==> src/rtl/riscv_pkg.sv <==
// rtl/riscv_pkg.sv - shared types and constants for the EX3 execute stage
package riscv_pkg;

    localparam logic [6:0] OPC_LOAD  = 7'b0000011;
    localparam logic [6:0] OPC_STORE = 7'b0100011;

    typedef enum logic [1:0] {
        MEM_B = 2'd0,
        MEM_H = 2'd1,
        MEM_W = 2'd2,
        MEM_D = 2'd3
    } mem_size_e;

    typedef enum logic [1:0] {
        OCC_EMPTY = 2'd0,
        OCC_ONE   = 2'd1,
        OCC_TWO   = 2'd2
    } occ_state_e;

    typedef struct packed {
        logic [63:0] pc;
        logic [31:0] inst;
        logic [63:0] result;
        logic [63:0] store_data;
        logic [7:0]  byte_en;
        logic [4:0]  rd;
        logic [2:0]  funct3;
        logic        is_load;
        logic        is_store;
        logic        misalign;
    } ex3_entry_t;

endpackage

==> src/rtl/riscv_ex3_stage_if.sv <==
// rtl/riscv_ex3_stage_if.sv - EX2 input bundle and EX3 output bundle of the EX3 stage
interface riscv_ex3_stage_if;
    logic [63:0] ex2_pc;
    logic [31:0] ex2_inst;
    logic [63:0] ex2_alu_result;
    logic [63:0] ex2_rs2_data;
    logic [4:0]  ex2_rd_addr;
    logic [2:0]  ex2_funct3;
    logic        ex2_valid;
    logic        flush;
    logic        mem_ready;
    logic        ex3_ready;
    logic [63:0] ex3_pc;
    logic [31:0] ex3_inst;
    logic [63:0] ex3_result;
    logic [63:0] ex3_store_data;
    logic [7:0]  ex3_byte_en;
    logic [4:0]  ex3_rd_addr;
    logic [2:0]  ex3_funct3;
    logic        ex3_is_load;
    logic        ex3_is_store;
    logic        ex3_misalign;
    logic        ex3_valid;
    logic [31:0] ex3_stall_cnt;

    modport master (
        output ex2_pc, ex2_inst, ex2_alu_result, ex2_rs2_data, ex2_rd_addr,
               ex2_funct3, ex2_valid, flush, mem_ready,
        input  ex3_ready, ex3_pc, ex3_inst, ex3_result, ex3_store_data,
               ex3_byte_en, ex3_rd_addr, ex3_funct3, ex3_is_load, ex3_is_store,
               ex3_misalign, ex3_valid, ex3_stall_cnt
    );

    modport slave (
        input  ex2_pc, ex2_inst, ex2_alu_result, ex2_rs2_data, ex2_rd_addr,
               ex2_funct3, ex2_valid, flush, mem_ready,
        output ex3_ready, ex3_pc, ex3_inst, ex3_result, ex3_store_data,
               ex3_byte_en, ex3_rd_addr, ex3_funct3, ex3_is_load, ex3_is_store,
               ex3_misalign, ex3_valid, ex3_stall_cnt
    );
endinterface

==> src/rtl/riscv_ex3_lsu_align.sv <==
// rtl/riscv_ex3_lsu_align.sv - byte-enable, store-lane and misalignment generation
module riscv_ex3_lsu_align
    import riscv_pkg::*;
#(
    parameter int XLEN          = 64,
    parameter bit MISALIGN_TRAP = 1'b1
) (
    input  logic [XLEN-1:0] addr,
    input  logic [XLEN-1:0] rs2,
    input  logic [2:0]      funct3,
    input  logic            is_mem,
    output logic [7:0]      byte_en,
    output logic [XLEN-1:0] store_data,
    output logic            misalign
);

    mem_size_e  size;
    logic [2:0] off;
    logic [7:0] mask;
    logic [2:0] low_mask;
    logic       mis_raw;
    logic       unused_bits;

    // Only the byte offset and the size field matter; signedness (funct3[2]) does not.
    assign unused_bits = ^{addr[XLEN-1:3], funct3[2]};

    always_comb begin
        size     = mem_size_e'(funct3[1:0]);
        off      = addr[2:0];
        mask     = 8'hFF;
        low_mask = 3'b111;
        case (size)
            MEM_B:   begin mask = 8'h01; low_mask = 3'b000; end
            MEM_H:   begin mask = 8'h03; low_mask = 3'b001; end
            MEM_W:   begin mask = 8'h0F; low_mask = 3'b011; end
            default: begin mask = 8'hFF; low_mask = 3'b111; end
        endcase
        mis_raw    = |(off & low_mask);
        byte_en    = 8'h00;
        store_data = rs2;
        misalign   = 1'b0;
        if (is_mem) begin
            store_data = rs2 << {off, 3'b000};
            byte_en    = mask << off;
            if (mis_raw && MISALIGN_TRAP) begin
                byte_en  = 8'h00;
                misalign = 1'b1;
            end
        end
    end

endmodule

==> src/rtl/riscv_ex3_stage.sv <==
// rtl/riscv_ex3_stage.sv - EX3 stage: load/store classification, lane alignment, 2-entry elastic buffer
module riscv_ex3_stage
    import riscv_pkg::*;
#(
    parameter int XLEN          = 64,
    parameter bit MISALIGN_TRAP = 1'b1
) (
    input  logic              clk,
    input  logic              rst_n,
    riscv_ex3_stage_if.slave  io
);

    occ_state_e  state, state_nxt;
    logic        out_valid, skid_valid, ready_q;
    ex3_entry_t  out_q, skid_q, in_e;
    logic [31:0] stall_q;

    logic        is_load, is_store, accept;
    logic [7:0]  al_byte_en;
    logic [XLEN-1:0] al_store_data;
    logic        al_misalign;

    assign is_load  = (io.ex2_inst[6:0] == OPC_LOAD);
    assign is_store = (io.ex2_inst[6:0] == OPC_STORE);
    assign accept   = io.ex2_valid & ready_q & ~io.flush;

    riscv_ex3_lsu_align #(
        .XLEN          (XLEN),
        .MISALIGN_TRAP (MISALIGN_TRAP)
    ) u_align (
        .addr       (io.ex2_alu_result),
        .rs2        (io.ex2_rs2_data),
        .funct3     (io.ex2_funct3),
        .is_mem     (is_load | is_store),
        .byte_en    (al_byte_en),
        .store_data (al_store_data),
        .misalign   (al_misalign)
    );

    always_comb begin
        in_e            = '0;
        in_e.pc         = io.ex2_pc;
        in_e.inst       = io.ex2_inst;
        in_e.result     = io.ex2_alu_result;
        in_e.store_data = al_store_data;
        in_e.byte_en    = al_byte_en;
        in_e.rd         = io.ex2_rd_addr;
        in_e.funct3     = io.ex2_funct3;
        in_e.is_load    = is_load;
        in_e.is_store   = is_store;
        in_e.misalign   = al_misalign;
    end

    always_comb begin
        state_nxt = state;
        case (state)
            OCC_EMPTY: if (accept) state_nxt = OCC_ONE;
            OCC_ONE: begin
                if (accept && !io.mem_ready)      state_nxt = OCC_TWO;
                else if (!accept && io.mem_ready) state_nxt = OCC_EMPTY;
            end
            OCC_TWO:   if (io.mem_ready) state_nxt = OCC_ONE;
            default:   state_nxt = OCC_EMPTY;
        endcase
        if (io.flush) state_nxt = OCC_EMPTY;
    end

    always_ff @(posedge clk or negedge rst_n) begin
        if (!rst_n) begin
            state      <= OCC_EMPTY;
            out_valid  <= 1'b0;
            skid_valid <= 1'b0;
            ready_q    <= 1'b1;
        end else begin
            state      <= state_nxt;
            out_valid  <= (state_nxt != OCC_EMPTY);
            skid_valid <= (state_nxt == OCC_TWO);
            ready_q    <= (state_nxt != OCC_TWO);
        end
    end

    // Payload registers carry no reset; the valids above qualify them.
    always_ff @(posedge clk) begin
        if ((state == OCC_EMPTY && accept) || (state == OCC_ONE && accept && io.mem_ready))
            out_q <= in_e;
        else if (state == OCC_TWO && io.mem_ready)
            out_q <= skid_q;
        if (state == OCC_ONE && accept && !io.mem_ready)
            skid_q <= in_e;
    end

    always_ff @(posedge clk or negedge rst_n) begin
        if (!rst_n)
            stall_q <= 32'h0;
        else if (out_valid && !io.mem_ready && stall_q != 32'hFFFF_FFFF)
            stall_q <= stall_q + 32'd1;
    end

    assign io.ex3_ready      = ready_q;
    assign io.ex3_valid      = out_valid;
    assign io.ex3_pc         = out_q.pc;
    assign io.ex3_inst       = out_q.inst;
    assign io.ex3_result     = out_q.result;
    assign io.ex3_store_data = out_q.store_data;
    assign io.ex3_byte_en    = out_q.byte_en;
    assign io.ex3_rd_addr    = out_q.rd;
    assign io.ex3_funct3     = out_q.funct3;
    assign io.ex3_is_load    = out_q.is_load;
    assign io.ex3_is_store   = out_q.is_store;
    assign io.ex3_misalign   = out_q.misalign;
    assign io.ex3_stall_cnt  = stall_q;

    // Upstream must hold off while the stage is full, except when the entry is being flushed anyway.
    ex2_valid_while_full: assert property (@(posedge clk) disable iff (!rst_n)
        !(io.ex2_valid && !ready_q && !io.flush));

    logic unused_skid;
    assign unused_skid = skid_valid;

endmodule

==> src/flat_wrapper.sv <==
// flat-port wrapper written by rule: the top's interface ports become plain ports
module riscv_ex3_stage_flat import riscv_pkg::*;
#(
    parameter int XLEN          = 64,
    parameter bit MISALIGN_TRAP = 1'b1
)
  (clk, rst_n, io_ex2_pc, io_ex2_inst, io_ex2_alu_result, io_ex2_rs2_data, io_ex2_rd_addr, io_ex2_funct3, io_ex2_valid, io_flush, io_mem_ready, io_ex3_ready, io_ex3_pc, io_ex3_inst, io_ex3_result, io_ex3_store_data, io_ex3_byte_en, io_ex3_rd_addr, io_ex3_funct3, io_ex3_is_load, io_ex3_is_store, io_ex3_misalign, io_ex3_valid, io_ex3_stall_cnt);
  riscv_ex3_stage_if io_i ();
  input  logic clk;
  input  logic rst_n;
  input wire logic [$bits(io_i.ex2_pc)-1:0] io_ex2_pc;
  input wire logic [$bits(io_i.ex2_inst)-1:0] io_ex2_inst;
  input wire logic [$bits(io_i.ex2_alu_result)-1:0] io_ex2_alu_result;
  input wire logic [$bits(io_i.ex2_rs2_data)-1:0] io_ex2_rs2_data;
  input wire logic [$bits(io_i.ex2_rd_addr)-1:0] io_ex2_rd_addr;
  input wire logic [$bits(io_i.ex2_funct3)-1:0] io_ex2_funct3;
  input wire logic [$bits(io_i.ex2_valid)-1:0] io_ex2_valid;
  input wire logic [$bits(io_i.flush)-1:0] io_flush;
  input wire logic [$bits(io_i.mem_ready)-1:0] io_mem_ready;
  output wire logic [$bits(io_i.ex3_ready)-1:0] io_ex3_ready;
  output wire logic [$bits(io_i.ex3_pc)-1:0] io_ex3_pc;
  output wire logic [$bits(io_i.ex3_inst)-1:0] io_ex3_inst;
  output wire logic [$bits(io_i.ex3_result)-1:0] io_ex3_result;
  output wire logic [$bits(io_i.ex3_store_data)-1:0] io_ex3_store_data;
  output wire logic [$bits(io_i.ex3_byte_en)-1:0] io_ex3_byte_en;
  output wire logic [$bits(io_i.ex3_rd_addr)-1:0] io_ex3_rd_addr;
  output wire logic [$bits(io_i.ex3_funct3)-1:0] io_ex3_funct3;
  output wire logic [$bits(io_i.ex3_is_load)-1:0] io_ex3_is_load;
  output wire logic [$bits(io_i.ex3_is_store)-1:0] io_ex3_is_store;
  output wire logic [$bits(io_i.ex3_misalign)-1:0] io_ex3_misalign;
  output wire logic [$bits(io_i.ex3_valid)-1:0] io_ex3_valid;
  output wire logic [$bits(io_i.ex3_stall_cnt)-1:0] io_ex3_stall_cnt;
  assign io_i.ex2_pc = io_ex2_pc;
  assign io_i.ex2_inst = io_ex2_inst;
  assign io_i.ex2_alu_result = io_ex2_alu_result;
  assign io_i.ex2_rs2_data = io_ex2_rs2_data;
  assign io_i.ex2_rd_addr = io_ex2_rd_addr;
  assign io_i.ex2_funct3 = io_ex2_funct3;
  assign io_i.ex2_valid = io_ex2_valid;
  assign io_i.flush = io_flush;
  assign io_i.mem_ready = io_mem_ready;
  assign io_ex3_ready = io_i.ex3_ready;
  assign io_ex3_pc = io_i.ex3_pc;
  assign io_ex3_inst = io_i.ex3_inst;
  assign io_ex3_result = io_i.ex3_result;
  assign io_ex3_store_data = io_i.ex3_store_data;
  assign io_ex3_byte_en = io_i.ex3_byte_en;
  assign io_ex3_rd_addr = io_i.ex3_rd_addr;
  assign io_ex3_funct3 = io_i.ex3_funct3;
  assign io_ex3_is_load = io_i.ex3_is_load;
  assign io_ex3_is_store = io_i.ex3_is_store;
  assign io_ex3_misalign = io_i.ex3_misalign;
  assign io_ex3_valid = io_i.ex3_valid;
  assign io_ex3_stall_cnt = io_i.ex3_stall_cnt;
  riscv_ex3_stage #(.XLEN(XLEN), .MISALIGN_TRAP(MISALIGN_TRAP)) u_core (.clk(clk), .rst_n(rst_n), .io(io_i));
endmodule
==> config.mk <==
export PLATFORM = sky130hd
export DESIGN_NAME = riscv_ex3_stage_flat
export DESIGN_NICKNAME = d
export VERILOG_FILES = /design/src/rtl/riscv_pkg.sv /design/src/rtl/riscv_ex3_stage_if.sv /design/src/rtl/riscv_ex3_lsu_align.sv /design/src/rtl/riscv_ex3_stage.sv /design/src/flat_wrapper.sv
export SDC_FILE = /design/constraint.sdc
export NUM_CORES = 1
export LEC_CHECK = 0
export CORE_ASPECT_RATIO = 1.1
export CORE_MARGIN = 2
export CORE_UTILIZATION = 54
export DETAILED_ROUTE_END_ITERATION = 16
export GPL_ROUTABILITY_DRIVEN = 0
export GPL_TIMING_DRIVEN = 0
export HOLD_SLACK_MARGIN = 0.03
export PLACE_DENSITY = 0.86
export SYNTH_ARGS = -nofsm -noshare
export SYNTH_HDL_FRONTEND = slang
export SYNTH_SLANG_ARGS = --single-unit
==> constraint.sdc <==
create_clock -name clk -period 67.2 [get_ports clk]
set_input_delay 6.72 -clock clk [delete_from_list [all_inputs] [get_ports clk]]
set_output_delay 6.72 -clock clk [all_outputs]
set_load 0.02 [all_outputs]
# Word level (Yosys, flattened, before mapping)
# Index checks and enable logic that the tools add are counted.
[classes]
n_reduce_logical = 17
n_shift = 2
eq_ne = 8
add_sub_neg = 1
n_mux = 15
bitwise_logic = 5
[ops]
columns = ["op", "count"]
rows = [
  ["243-bit 2-to-1 mux", 2],
  ["64-bit 2-to-1 mux", 1],
  ["64-bit by 6-bit left shift with 64-bit output", 1],
  ["32-bit by 1-bit adder with 32-bit output (second input constant)", 1],
  ["32-bit inequality test (second input constant)", 1],
  ["8-bit one-hot mux with 3 select lines", 1],
  ["8-bit 2-to-1 mux", 2],
  ["2-bit 2-to-1 mux", 5],
  ["1-bit logical AND", 9],
  ["3-bit one-hot mux with 3 select lines", 1],
  ["8-bit by 3-bit left shift with 8-bit output", 1],
  ["7-bit by 2-bit == test with 1-bit output (second input constant)", 1],
  ["7-bit by 6-bit == test with 1-bit output (second input constant)", 1],
  ["2-bit one-hot mux with 3 select lines", 1],
  ["2-bit by 1-bit == test with 1-bit output (second input constant)", 2],
  ["2-bit == test (second input constant)", 2],
  ["2-bit logical NOT", 2],
  ["2-bit nonzero test", 2],
  ["3-bit AND", 1],
  ["3-bit OR reduction", 1],
  ["1-bit AND", 2],
  ["1-bit logical NOT", 2],
  ["1-bit 2-to-1 mux", 2],
  ["2-bit inequality test (second input constant)", 1],
  ["3 further kinds", 3],
]
[word_totals]
elab_cells = 72
in_bits = 237
regBits = 522
out_inout_bits = 277

# Longest topological paths before layout
[logic_depth]
ltp_word = 9
depth_mapped = 8
depth_no_buf = 6

# By module
# Synthesis repeated with hierarchy kept, for this count alone.
[hier_totals]
hier_cells = 1225
area_unflattened_um2 = 21785.9
[modules_own_cells]
columns = ["mod", "cells_per_inst", "area_per_inst_um2", "instances", "seq_area_each_um2"]
rows = [
  ["riscv_ex3_stage", 920, 19268.5, 1, 15496.1],
  ["riscv_ex3_lsu_align", 305, 2517.4, 1, 0.0],
]

# Worst setup path before layout
# No wires, ideal clock.
[synth_path]
path_type = "input to register"
from = "input io_flush"
to = "register u_core.skid_q[0] (netlist name) (enable)"
slack_ns = 33.841
path_stages = 1
path_buffers = 0
arrival_ns = 31.821
setup_time_ns = 1.537
required_ns = 65.663
cell_sequence = "nor4b_1"
[synth_between]
elab_chain_len = 4
[synth_lines]
columns = ["item", "line_no", "text"]
rows = [
  ["start, declared", "flat_wrapper.sv:18", "input wire logic [$bits(io_i.flush)-1:0] io_flush;"],
  ["1-bit inverter", "riscv_ex3_stage.sv:25", "assign accept = io.ex2_valid & ready_q & ~io.flush;"],
  ["1-bit AND", "riscv_ex3_stage.sv:25", ""],
  ["1-bit logical AND (2 in a row)", "riscv_ex3_stage.sv:88", "if (state == OCC_ONE && accept && !io.mem_ready)"],
  ["end signal, assigned", "riscv_ex3_stage.sv:89", "skid_q <= in_e;"],
  ["end, declared", "riscv_ex3_stage.sv:15", "ex3_entry_t out_q, skid_q, in_e;"],
]
# No other way between the ends.
# A chain may end at the register's enable or synchronous reset.

# Worst setup path after layout
[layout_path]
from = "input io_mem_ready"
to = "register u_core.out_q, in the netlist u_core.io.ex3_pc[36] (enable)"
[layout_between]
elab_chain_len = 3
word_cells_on_any_way = 4
classes_between = "reduce/logical: 4"
[layout_lines]
columns = ["item", "line_no", "text"]
rows = [
  ["start, declared", "flat_wrapper.sv:19", "input wire logic [$bits(io_i.mem_ready)-1:0] io_mem_ready;"],
  ["1-bit logical AND", "riscv_ex3_stage.sv:84", "if ((state == OCC_EMPTY && accept) || (state == OCC_ONE && accept && io.mem_ready))"],
  ["1-bit logical OR", "riscv_ex3_stage.sv:84", ""],
  ["2-bit nonzero test (no source line) (*)", "--", ""],
  ["end signal, assigned", "riscv_ex3_stage.sv:85", "out_q <= in_e;"],
  ["end signal, assigned", "riscv_ex3_stage.sv:87", "out_q <= skid_q;"],
  ["end, declared", "riscv_ex3_stage.sv:15", ""],
]
# Every way passes the cells marked *; elsewhere a longest branch is shown, timed or not.

==> impl_metrics.toml <==
[timing]
worst_pin_slew_ns = 1.22
max_freq_mhz = 100
max_slew_margin_pct = 17.8
tns_ns = 0
finalSetupViolCount = 0
fin_crit_sh_pct = 14.9
hold-worst-slack_ns = 0.515
setup_slack_ns = 57.22
fin_crit_ns = 9.98
drv_slew = 0
finalHoldViolCount = 0
grt_setup_unrepaired = "no"
fin_worst_skew_ns = 0.0162

[final_layout]
drive_gt1_share_pct = 22.9
synthToLayoutAreaGrowth_pct = 36.2
fin_nets = 2106

[yosys]
synth-seq-area-share_pct = 71.7
synth_largest_area_cell = "edfxtp_1"
syn_area_mm2 = 0.0216
syn_inst = 1261
ys_async_sr_fraction_pct = 6.90
ys_types = 55
ys_seq_elements = 522
synth.most_common_cell = "edfxtp_1"
synth_edf_count = 486
synth_top_area_share_pct = 67.6
postSynthAreaPerCell_um2 = 17.1
yosys_most_used_dff = "edfxtp_1"
ys_warn_count = 0
synth_common_cells = "edfxtp_1 (486), mux2_2 (270), nand2_1 (56), nor2_1 (56), mux2i_1 (46)"
syn_nets = 1499
yosys-top-cells-area = "edfxtp_1 (68%), mux2_2 (14%), dfrtp_1 (4.1%)"

[setup_path]
reg2reg_to = "u_core.io.ex3_pc[36]$_DFFE_PP_"
worstPathArrival_ns = 10.24
end_kind = "register"
start_kind = "input port"
r2r-start = "u_core.io.ex3_ready$_DFF_PN1_"
worst-r2r-cell-count = 10
cp.required_ns = 67.46
r2r_slack_ns = 63.55
path_max_fanout = 27
path_class = "in -> reg"

[status]
status = "complete, no violations"

[cts]
numCtsBuffers = 49
cts-root-buf = "clkbuf_16"
cts_hold_buf = 0
cts_setup_buffers = 0
clk_pin_slew_ns = 0.06
cts_tree = "yes"
clockBufferDepth = 3
h-tree-depth = 2
cts_num_sinks = 522
clk_latency_ns = 0.56
post_cts_resized = 0

[floorplan]
rows = 76
die_x_um = 195
fp.coreArea_mm2 = 0.0393
start_util_pct = 55.0
dieArea_mm2 = 0.0416
pin_count = 514
die_h_um = 214

[min_path]
min_to = "u_core.io.ex3_stall_cnt[31]$_DFFE_PN0P_"
min_path_type = "reg -> reg"
hold_start = "u_core.io.ex3_stall_cnt[31]$_DFFE_PN0P_"
worstHoldPathCells = 1

[global_routing]
grt_use_total_pct = 29.4
grt_pass1_vias = 14673
grt_max_degree = 37
antenna_found_initial = 6
grt_overflow = 0
grt_pass1_wl_um = 91800

[route]
drc = 0
post_drt_wl_per_cell_um = 25.9
drt-total-wl_um = 62700
viasPerCell = 5.88
drtIter0Drc = 1219
ant_nets = 0
vias = 14227
dr.pass1.iters = 5

[power]
powerDensity_mw_per_mm2 = 25.1
power_leakage_uw = 0.0104
vdd_drop_max_mv = 0.0190

[placed_design]
dp_hpwl_um = 46100
port_buffers = 513
dp_slack_ns = 56.66

[job]
drv_cap = 0
-- registers in the layout (all words and copies together) (netlist names) --
register / cells
u_core.io.ex3_rd_addr: 5
u_core.io.ex3_funct3: 3
u_core.io.ex3_pc: 64
u_core.io.ex3_inst: 32
u_core.io.ex3_valid: 1
u_core.state: 2
u_core.io.ex3_ready: 1
u_core.io.ex3_is_store: 1
u_core.io.ex3_store_data: 64
u_core.io.ex3_is_load: 1
u_core.skid_q: 243
u_core.io.ex3_result: 64
u_core.io.ex3_byte_en: 8
u_core.io.ex3_misalign: 1
u_core.io.ex3_stall_cnt: 32
-- how the worst max path moves through the flow --
stage                 start                             end  slack, ns
2_1_floorplan      io_flush      u_core.skid_q[0]$_DFFE_PP_      33.84
3_3_place_gp   io_mem_ready    u_core.skid_q[194]$_DFFE_PP_      20.80
3_5_place_dp   io_mem_ready  u_core.io.ex3_pc[32]$_DFFE_PP_      56.66
4_1_cts        io_mem_ready  u_core.io.ex3_pc[36]$_DFFE_PP_      57.19
5_1_grt        io_mem_ready  u_core.io.ex3_pc[36]$_DFFE_PP_      57.05
6_report       io_mem_ready  u_core.io.ex3_pc[36]$_DFFE_PP_      57.22
-- per-layer routing --
layer	share of wire (%)	global-route usage [%]	vias to the layer above
li1	-	-	6143
met1	36	35.4	7159
met2	51	52.0	765
met3	9.5	7.30	154
met4	3.4	10.0	6
met5	0.049	0	-
-- worst max-delay path, stage by stage --
cell             delay [ns]
clkdlybuf4s50_1        0.64
nor2b_1                0.15
or4_1                  0.53
buf_2                  0.28
buf_6                  0.21
clkbuf_1               0.29
o21ai_4                0.44
buf_12                 0.29
buf_12                 0.23
buf_12                 0.23
buf_16                 0.19
-- placed cells by master, fill, tap and decap left out, types with 4 or more instances in the layout --
| cell | count |
|---|---|
| clkdlybuf4s50_1 | 512 |
| edfxtp_1 | 486 |
| mux2_2 | 270 |
| nand2_1 | 56 |
| nor2_1 | 56 |
| clkbuf_16 | 49 |
| mux2i_1 | 46 |
| clkbuf_1 | 41 |
| dfrtp_1 | 35 |
| buf_4 | 32 |
| xnor2_1 | 24 |
| a21oi_1 | 23 |
| o21ai_0 | 22 |
| buf_2 | 22 |
| o31ai_1 | 17 |
| o221ai_1 | 12 |
| mux4_2 | 12 |
| nand3_1 | 12 |
| clkinv_2 | 12 |
| and2_1 | 11 |
| nand4_1 | 11 |
| clkinv_1 | 11 |
| nor2b_1 | 10 |
| nand2b_1 | 9 |
| xor2_1 | 9 |
| o22ai_1 | 8 |
| nor3_1 | 8 |
| a221oi_1 | 7 |
| buf_12 | 7 |
| inv_1 | 6 |
| buf_6 | 6 |
| o21a_1 | 5 |
| buf_1 | 5 |
| a22o_1 | 4 |
| a32o_1 | 4 |
| nor4_1 | 4 |
| clkinvlp_4 | 4 |
| bufinv_16 | 4 |
-- power by group --
part / internal [µW] / switching (µW)
registers: 369 / 5.51
logic: 46.0 / 47.2
clock network: 150 / 120
-- stage by stage --
stage / total power, µW / instances / utilization (%) / instance area (µm²)
finish: 738 / 2418 / 74.9 / 29400
detailed placement: 473 / 2324 / 70.9 / 27900
global placement: 482 / 2281 / 69.7 / 27400
CTS: 743 / 2415 / 74.9 / 29400
global route: 760 / 2417 / 74.9 / 29400
floorplan: 432 / 1261 / - / 21600
-- area by class of cell --
class                      instances  area [µm²]
clock buffer                      56        1250
fill                            2328        9860
inverter                           7        26.3
multi-input combinational        668        5810
tap                              507         634
buffer                            64         285
clock inverter                    35         302
sequential                       522       15500
antenna                            3        7.51
timing repair buffer             556        5600
-- cell families (layout without fill, tap and decap cells) --
family / count (synthesis) / after routing / share of synthesized area (%)
AO/OA/AOI/OAI: 111 / 111 / 3.48
XOR/XNOR: 33 / 33 / 1.34
adder cells (fa/ha/maj): 1 / 1 / 0.0579
buffers and inverters: 71 / 718 / 1.44
flip-flops: 522 / 522 / 71.7
multiplexers: 328 / 328 / 17.5
other: 0 / 3 / 0
AND/OR/NAND/NOR: 195 / 195 / 4.48
Note: power is estimated with default switching activity, not from simulation.
